File: src/rtl/vip_gray_pattern_gen.sv
// vip_gray_pattern_gen: synthetic 8-bit grayscale frame source (vsync/href/clken/y streams).
// Define VIP_PATTERN_NOISE_EN to overlay LFSR-driven salt-and-pepper impulse noise.
module vip_gray_pattern_gen #(
   parameter int H_ACTIVE      = 640,
   parameter int H_BLANK       = 160,
   parameter int V_ACTIVE      = 480,
   parameter int V_BLANK_LINES = 45,
   parameter int VSYNC_LINES   = 3,
   parameter int CLKEN_DIV     = 2
) (
   input  logic       clk,
   input  logic       rst_n,
   input  logic       enable,
   input  logic [1:0] pattern_sel,
   output logic       pos_frame_vsync,
   output logic       pos_frame_href,
   output logic       pos_frame_clken,
   output logic [7:0] pos_img_y,
   output logic       frame_done
);

   localparam int H_TOTAL = H_ACTIVE + H_BLANK;
   localparam int V_TOTAL = V_BLANK_LINES + V_ACTIVE;
   localparam int HW      = $clog2(H_TOTAL);
   localparam int VW      = $clog2(V_TOTAL);
   localparam int DW      = (CLKEN_DIV > 1) ? $clog2(CLKEN_DIV) : 1;

   localparam logic [DW-1:0] DIV_LAST  = DW'(CLKEN_DIV - 1);
   localparam logic [HW-1:0] H_LAST    = HW'(H_TOTAL - 1);
   localparam logic [HW-1:0] H_ACT_W   = HW'(H_ACTIVE);
   localparam logic [HW-1:0] X_LAST    = HW'(H_ACTIVE - 1);
   localparam logic [VW-1:0] V_LAST    = VW'(V_TOTAL - 1);
   localparam logic [VW-1:0] V_BLANK_W = VW'(V_BLANK_LINES);
   localparam logic [VW-1:0] V_SYNC_W  = VW'(VSYNC_LINES);

   typedef enum logic {ST_IDLE, ST_RUN} state_t;

   state_t        state, state_next;
   logic [DW-1:0] div_cnt;
   logic [HW-1:0] h_cnt;
   logic [VW-1:0] v_cnt;
   logic [1:0]    pat_q;
   logic          tick, h_wrap, v_wrap, active, frame_start;
   logic [7:0]    x8, y8, pattern, pixel;

   always_comb begin
      tick        = (state == ST_RUN) && (div_cnt == DIV_LAST);
      h_wrap      = (h_cnt == H_LAST);
      v_wrap      = (v_cnt == V_LAST);
      active      = (h_cnt < H_ACT_W) && (v_cnt >= V_BLANK_W);
      frame_start = tick && (h_cnt == '0) && (v_cnt == '0);
      x8          = 8'(h_cnt);
      y8          = 8'(v_cnt - V_BLANK_W);
   end

   always_ff @(posedge clk or negedge rst_n) begin
      if (!rst_n) state <= ST_IDLE;
      else        state <= state_next;
   end

   // Stopping is only honoured at the frame-end wrap so a frame is never cut short.
   always_comb begin
      state_next = state;
      case (state)
         ST_IDLE: if (enable) state_next = ST_RUN;
         ST_RUN:  if (tick && h_wrap && v_wrap && !enable) state_next = ST_IDLE;
         default: state_next = ST_IDLE;
      endcase
   end

   always_ff @(posedge clk or negedge rst_n) begin
      if (!rst_n) begin
         div_cnt <= '0;
         h_cnt   <= '0;
         v_cnt   <= '0;
      end else if (state != ST_RUN) begin
         div_cnt <= '0;
         h_cnt   <= '0;
         v_cnt   <= '0;
      end else begin
         div_cnt <= tick ? '0 : div_cnt + 1'b1;
         if (tick) begin
            h_cnt <= h_wrap ? '0 : h_cnt + 1'b1;
            if (h_wrap) v_cnt <= v_wrap ? '0 : v_cnt + 1'b1;
         end
      end
   end

   always_ff @(posedge clk or negedge rst_n) begin
      if (!rst_n)           pat_q <= '0;
      else if (frame_start) pat_q <= pattern_sel;
   end

   always_comb begin
      case (pat_q)
         2'd0:    pattern = x8;
         2'd1:    pattern = y8;
         2'd2:    pattern = (x8[3] ^ y8[3]) ? 8'hFF : 8'h00;
         default: pattern = 8'd128;
      endcase
   end

`ifdef VIP_PATTERN_NOISE_EN
   logic [15:0] lfsr;
   logic        lfsr_fb;

   always_comb lfsr_fb = lfsr[15] ^ lfsr[13] ^ lfsr[12] ^ lfsr[10];

   // Reloaded every frame so each frame carries the same noise sequence.
   always_ff @(posedge clk or negedge rst_n) begin
      if (!rst_n)                             lfsr <= 16'hACE1;
      else if (state != ST_RUN || frame_start) lfsr <= 16'hACE1;
      else if (tick && active)                lfsr <= {lfsr[14:0], lfsr_fb};
   end

   always_comb begin
      pixel = pattern;
      if (lfsr[5:0] == 6'd0) pixel = lfsr[6] ? 8'hFF : 8'h00;
   end
`else
   always_comb pixel = pattern;
`endif

   always_ff @(posedge clk or negedge rst_n) begin
      if (!rst_n) begin
         pos_frame_vsync <= 1'b0;
         pos_frame_href  <= 1'b0;
         pos_frame_clken <= 1'b0;
         pos_img_y       <= '0;
         frame_done      <= 1'b0;
      end else if (state != ST_RUN) begin
         pos_frame_vsync <= 1'b0;
         pos_frame_href  <= 1'b0;
         pos_frame_clken <= 1'b0;
         pos_img_y       <= '0;
         frame_done      <= 1'b0;
      end else begin
         pos_frame_vsync <= (v_cnt < V_SYNC_W);
         pos_frame_href  <= active;
         pos_frame_clken <= tick && active;
         pos_img_y       <= active ? pixel : '0;
         frame_done      <= tick && active && (h_cnt == X_LAST) && v_wrap;
      end
   end

endmodule

File: config.mk
export PLATFORM = sky130hd
export DESIGN_NAME = vip_gray_pattern_gen
export DESIGN_NICKNAME = d
export VERILOG_FILES = /design/src/rtl/vip_gray_pattern_gen.sv
export SDC_FILE = /design/constraint.sdc
export NUM_CORES = 1
export LEC_CHECK = 0
export BUFFER_PORTS_ARGS = -buffer_cell sky130_fd_sc_hd__buf_2
export CORE_MARGIN = 3
export CORE_UTILIZATION = 55
export CTS_BUF_LIST = sky130_fd_sc_hd__clkbuf_4 sky130_fd_sc_hd__clkbuf_8 sky130_fd_sc_hd__clkbuf_16
export CTS_CLUSTER_DIAMETER = 60
export DETAILED_ROUTE_END_ITERATION = 6
export PLACE_DENSITY = 0.8
export REMOVE_ABC_BUFFERS = 1
export SETUP_SLACK_MARGIN = 0.5
export SLEW_MARGIN = 10
export SYNTH_ARGS = -nofsm -noshare
export SYNTH_HDL_FRONTEND = slang
export SYNTH_SLANG_ARGS = --single-unit
File: constraint.sdc
create_clock -name clk -period 2.7 [get_ports clk]
set_clock_uncertainty 0.15 [all_clocks]
set_input_delay 0 -clock clk [delete_from_list [all_inputs] [get_ports clk]]
set_output_delay 0 -clock clk [all_outputs]
set_load 0.005 [all_outputs]
==> flow_metrics.py <==
metrics = {
    "timing": {
        "finalSetupViolations": 0,
        "fin_ws_ps": 603,
        "whs_ps": 170,
        "layout_min_cycle_time_ps": 2100,
        "slew_headroom_pct": 46.9,
        "rsz0062_at_grt": "true",
        "worst_pin_slew_ps": 797,
        "fin_crit_sh_pct": 77.7,
        "slew_viol_final": 0,
        "hold_violations": 0,
        "finalSetupTns_ps": 0,
        "fmax_ghz": 0.477,
    },
    "synth": {
        "synth_seq_area_share_pct": 42.4,
        "ys_types": 51,
        "yosys-top-cells-count": "dfrtp_1, nor2_1, inv_1, buf_2, nand3_1",
        "netlist_area_sq_um": 2130,
        "synth_most_common_cell": "dfrtp_1",
        "syn_area_per_cell_sq_um": 9.50,
        "synthCells": 224,
        "synth_top_area_share_pct": 42.4,
        "ys_seq_elements": 36,
        "synth_area_leaders": "dfrtp_1, ha_1, nor2_1",
        "yosysWarnings": 0,
        "yosys.area.top_type": "dfrtp_1",
        "synth-edff-count": 0,
        "async_flop_share_pct": 100,
        "synth_ff_type": "dfrtp_1",
    },
    "run": {
        "maxCapViolCount": 0,
    },
    "setup_path": {
        "worstPathCellList": "ha_1 -> and2_1 -> a41o_2 -> and2b_1 -> a31o_1",
        "cp.required_ps": 2740,
        "critPathCaptureType": "flop",
        "cp.arrival_ps": 2140,
        "slowest_stage": "dfrtp_1",
        "cp-start-kind": "flop",
        "path_max_fanout": 16,
        "slowest_delay_ps": 440,
        "critical_path_class": "flop to flop",
        "crit_buf_inv": 0,
        "crit_family": "compound AO/OA/AOI/OAI gates",
    },
    "power_and_ir_drop": {
        "cellLeakagePower_nw": 1.11,
        "p_per_area_nw_per_um2": 428,
        "vdd_ir_drop_max_v": 0.000336,
    },
    "clock_tree": {
        "cts_buffers": 5,
        "post_cts_buffers": 0,
        "cts_max_level": 2,
        "clk_pin_slew_ps": 70,
        "clk_latency_ps": 300,
        "clockRootBuffer": "clkbuf_8",
        "cts_tree": "built",
        "clock_sinks": 36,
        "clock_path_buffers": 2,
    },
    "drt": {
        "drc": 0,
        "firstDrtPassIters": 4,
        "routed_wl_microns": 4290,
        "ant_nets": 0,
        "routed_via_density": 5.87,
        "drt_iter0_drc": 146,
        "vias": 1656,
        "wl_per_cell_microns": 15.2,
    },
    "final_layout": {
        "drive_gt1_share_pct": 16.1,
        "fin_area_sq_um": 2320,
        "antenna_cells": 0,
        "nets": 247,
        "area_growth_pct": 9.06,
        "layoutNonFillerInstCount": 282,
    },
    "global_routing": {
        "grt_pass1_wl_microns": 7270,
        "grt_overflow": 0,
        "grt_util_all_layers_pct": 21.6,
        "grt_max_degree": 37,
        "antenna_found_initial": 0,
        "first_global_vias": 1505,
    },
    "floorplanning": {
        "ios": 17,
        "dieArea_sq_um": 4650,
        "fp-row-count": 21,
        "initial_core_util_pct": 60.4,
        "fp.dieH_microns": 68.2,
        "die_w_microns": 68.2,
        "coreArea_sq_um": 3520,
    },
    "min_path": {
        "hold_class": "input pin to async pin",
    },
    "placement": {
        "io_buffers": 16,
        "place_area_sq_um": 2170,
        "dp.cells": 271,
        "place_congestion": 0.844,
        "dp_slack_ps": 490,
        "dp_hpwl_microns": 2880,
    },
    "outcome": {
        "run_status": "finished, final reports clean",
    },
}
[what timing repair did]
action / in CTS / in global routing
resized for setup: 1 / 3
hold endpoints to repair: 39 / 0
hold buffers: 4 / 0
setup endpoints to repair: 8 / 12
[logic make-up (layout without fill, tap and decap cells)]
group | count (synthesis) | count (layout) | share of synthesized area (%)
flip-flops | 36 | 36 | 42.4
AO/OA/AOI/OAI | 48 | 48 | 16.4
adder cells (fa/ha/maj) | 6 | 6 | 3.53
AND/OR/NAND/NOR | 88 | 88 | 23.5
buffers and inverters | 29 | 41 | 6.94
XOR/XNOR | 14 | 14 | 5.76
multiplexers | 3 | 3 | 1.53
[registers in the layout, summed over array words and instances (netlist names)]
| register | cells |
|---|---|
| pos_frame_href | 1 |
| frame_done | 1 |
| pos_frame_clken | 1 |
| state | 1 |
| v_cnt | 10 |
| h_cnt | 10 |
| div_cnt | 1 |
| pat_q | 2 |
| pos_img_y | 8 |
| pos_frame_vsync | 1 |
[per-stage QoR]
stage / util [%] / total power [mW]
after floorplan: - / 0.565
after global placement: 61.7 / 0.581
after detailed placement: 61.7 / 0.581
after CTS: 65.6 / 0.997
after global routing: 65.9 / 1.03
final: 65.9 / 0.993
[power by group]
part | leakage (nW) | switching (mW) | internal, mW
Sequential | 0.470 | 0.00581 | 0.541
Clock | 0.0503 | 0.191 | 0.227
Combinational | 0.589 | 0.0160 | 0.0125
[per-layer routing]
layer  GRT usage, %  share of wire [%]
met1           30.6                 49
met2           31.3                 44
met3           6.40                4.9
met4           7.44                1.6
met5              0                  0
[worst paths after layout]
path                       cells past startpoint            startpoint  slack (ps)                       end
min                                            2                 rst_n         170  pos_frame_href$_DFF_PN0_
min reg2reg                                    2  h_cnt[9]$_DFFE_PN0P_         460      frame_done$_DFF_PN0_
min in group clk                               3                enable         280           state$_DFF_PN0_
max reg2reg                                    5  h_cnt[0]$_DFFE_PN0P_         600      v_cnt[9]$_DFFE_PN0P_
max                                            5  h_cnt[0]$_DFFE_PN0P_         600      v_cnt[9]$_DFFE_PN0P_
max in group asynchronous                      2                 rst_n        1670      v_cnt[2]$_DFFE_PN0P_
[placed cells by master, fill, tap and decap left out, drive strengths merged, types with 4 or more instances in the layout]
cell type | synthesis | routed
a21oi | 8 | 8
xor2 | 8 | 8
dlygate4sd3 | 0 | 4
buf | 14 | 17
and3 | 5 | 5
clkbuf | 2 | 7
inv | 13 | 13
ha | 6 | 6
nor3 | 8 | 8
dfrtp | 36 | 36
nand2b | 5 | 5
nand4 | 8 | 8
nor2b | 6 | 6
xnor2 | 6 | 6
nand2 | 9 | 9
nor2 | 20 | 20
nor4 | 5 | 5
a22o | 6 | 6
o21ai | 11 | 11
nand3 | 10 | 10
[final cells by class]
cell class | count | area, sq um
repair buffers | 21 | 128
flip-flops and latches | 36 | 903
clock buffers | 7 | 96.3
well taps | 46 | 57.6
multi-input cells | 159 | 1090
inverters | 13 | 48.8
fillers | 288 | 1200
No activity file was read; power rests on OpenSTA's default activity.
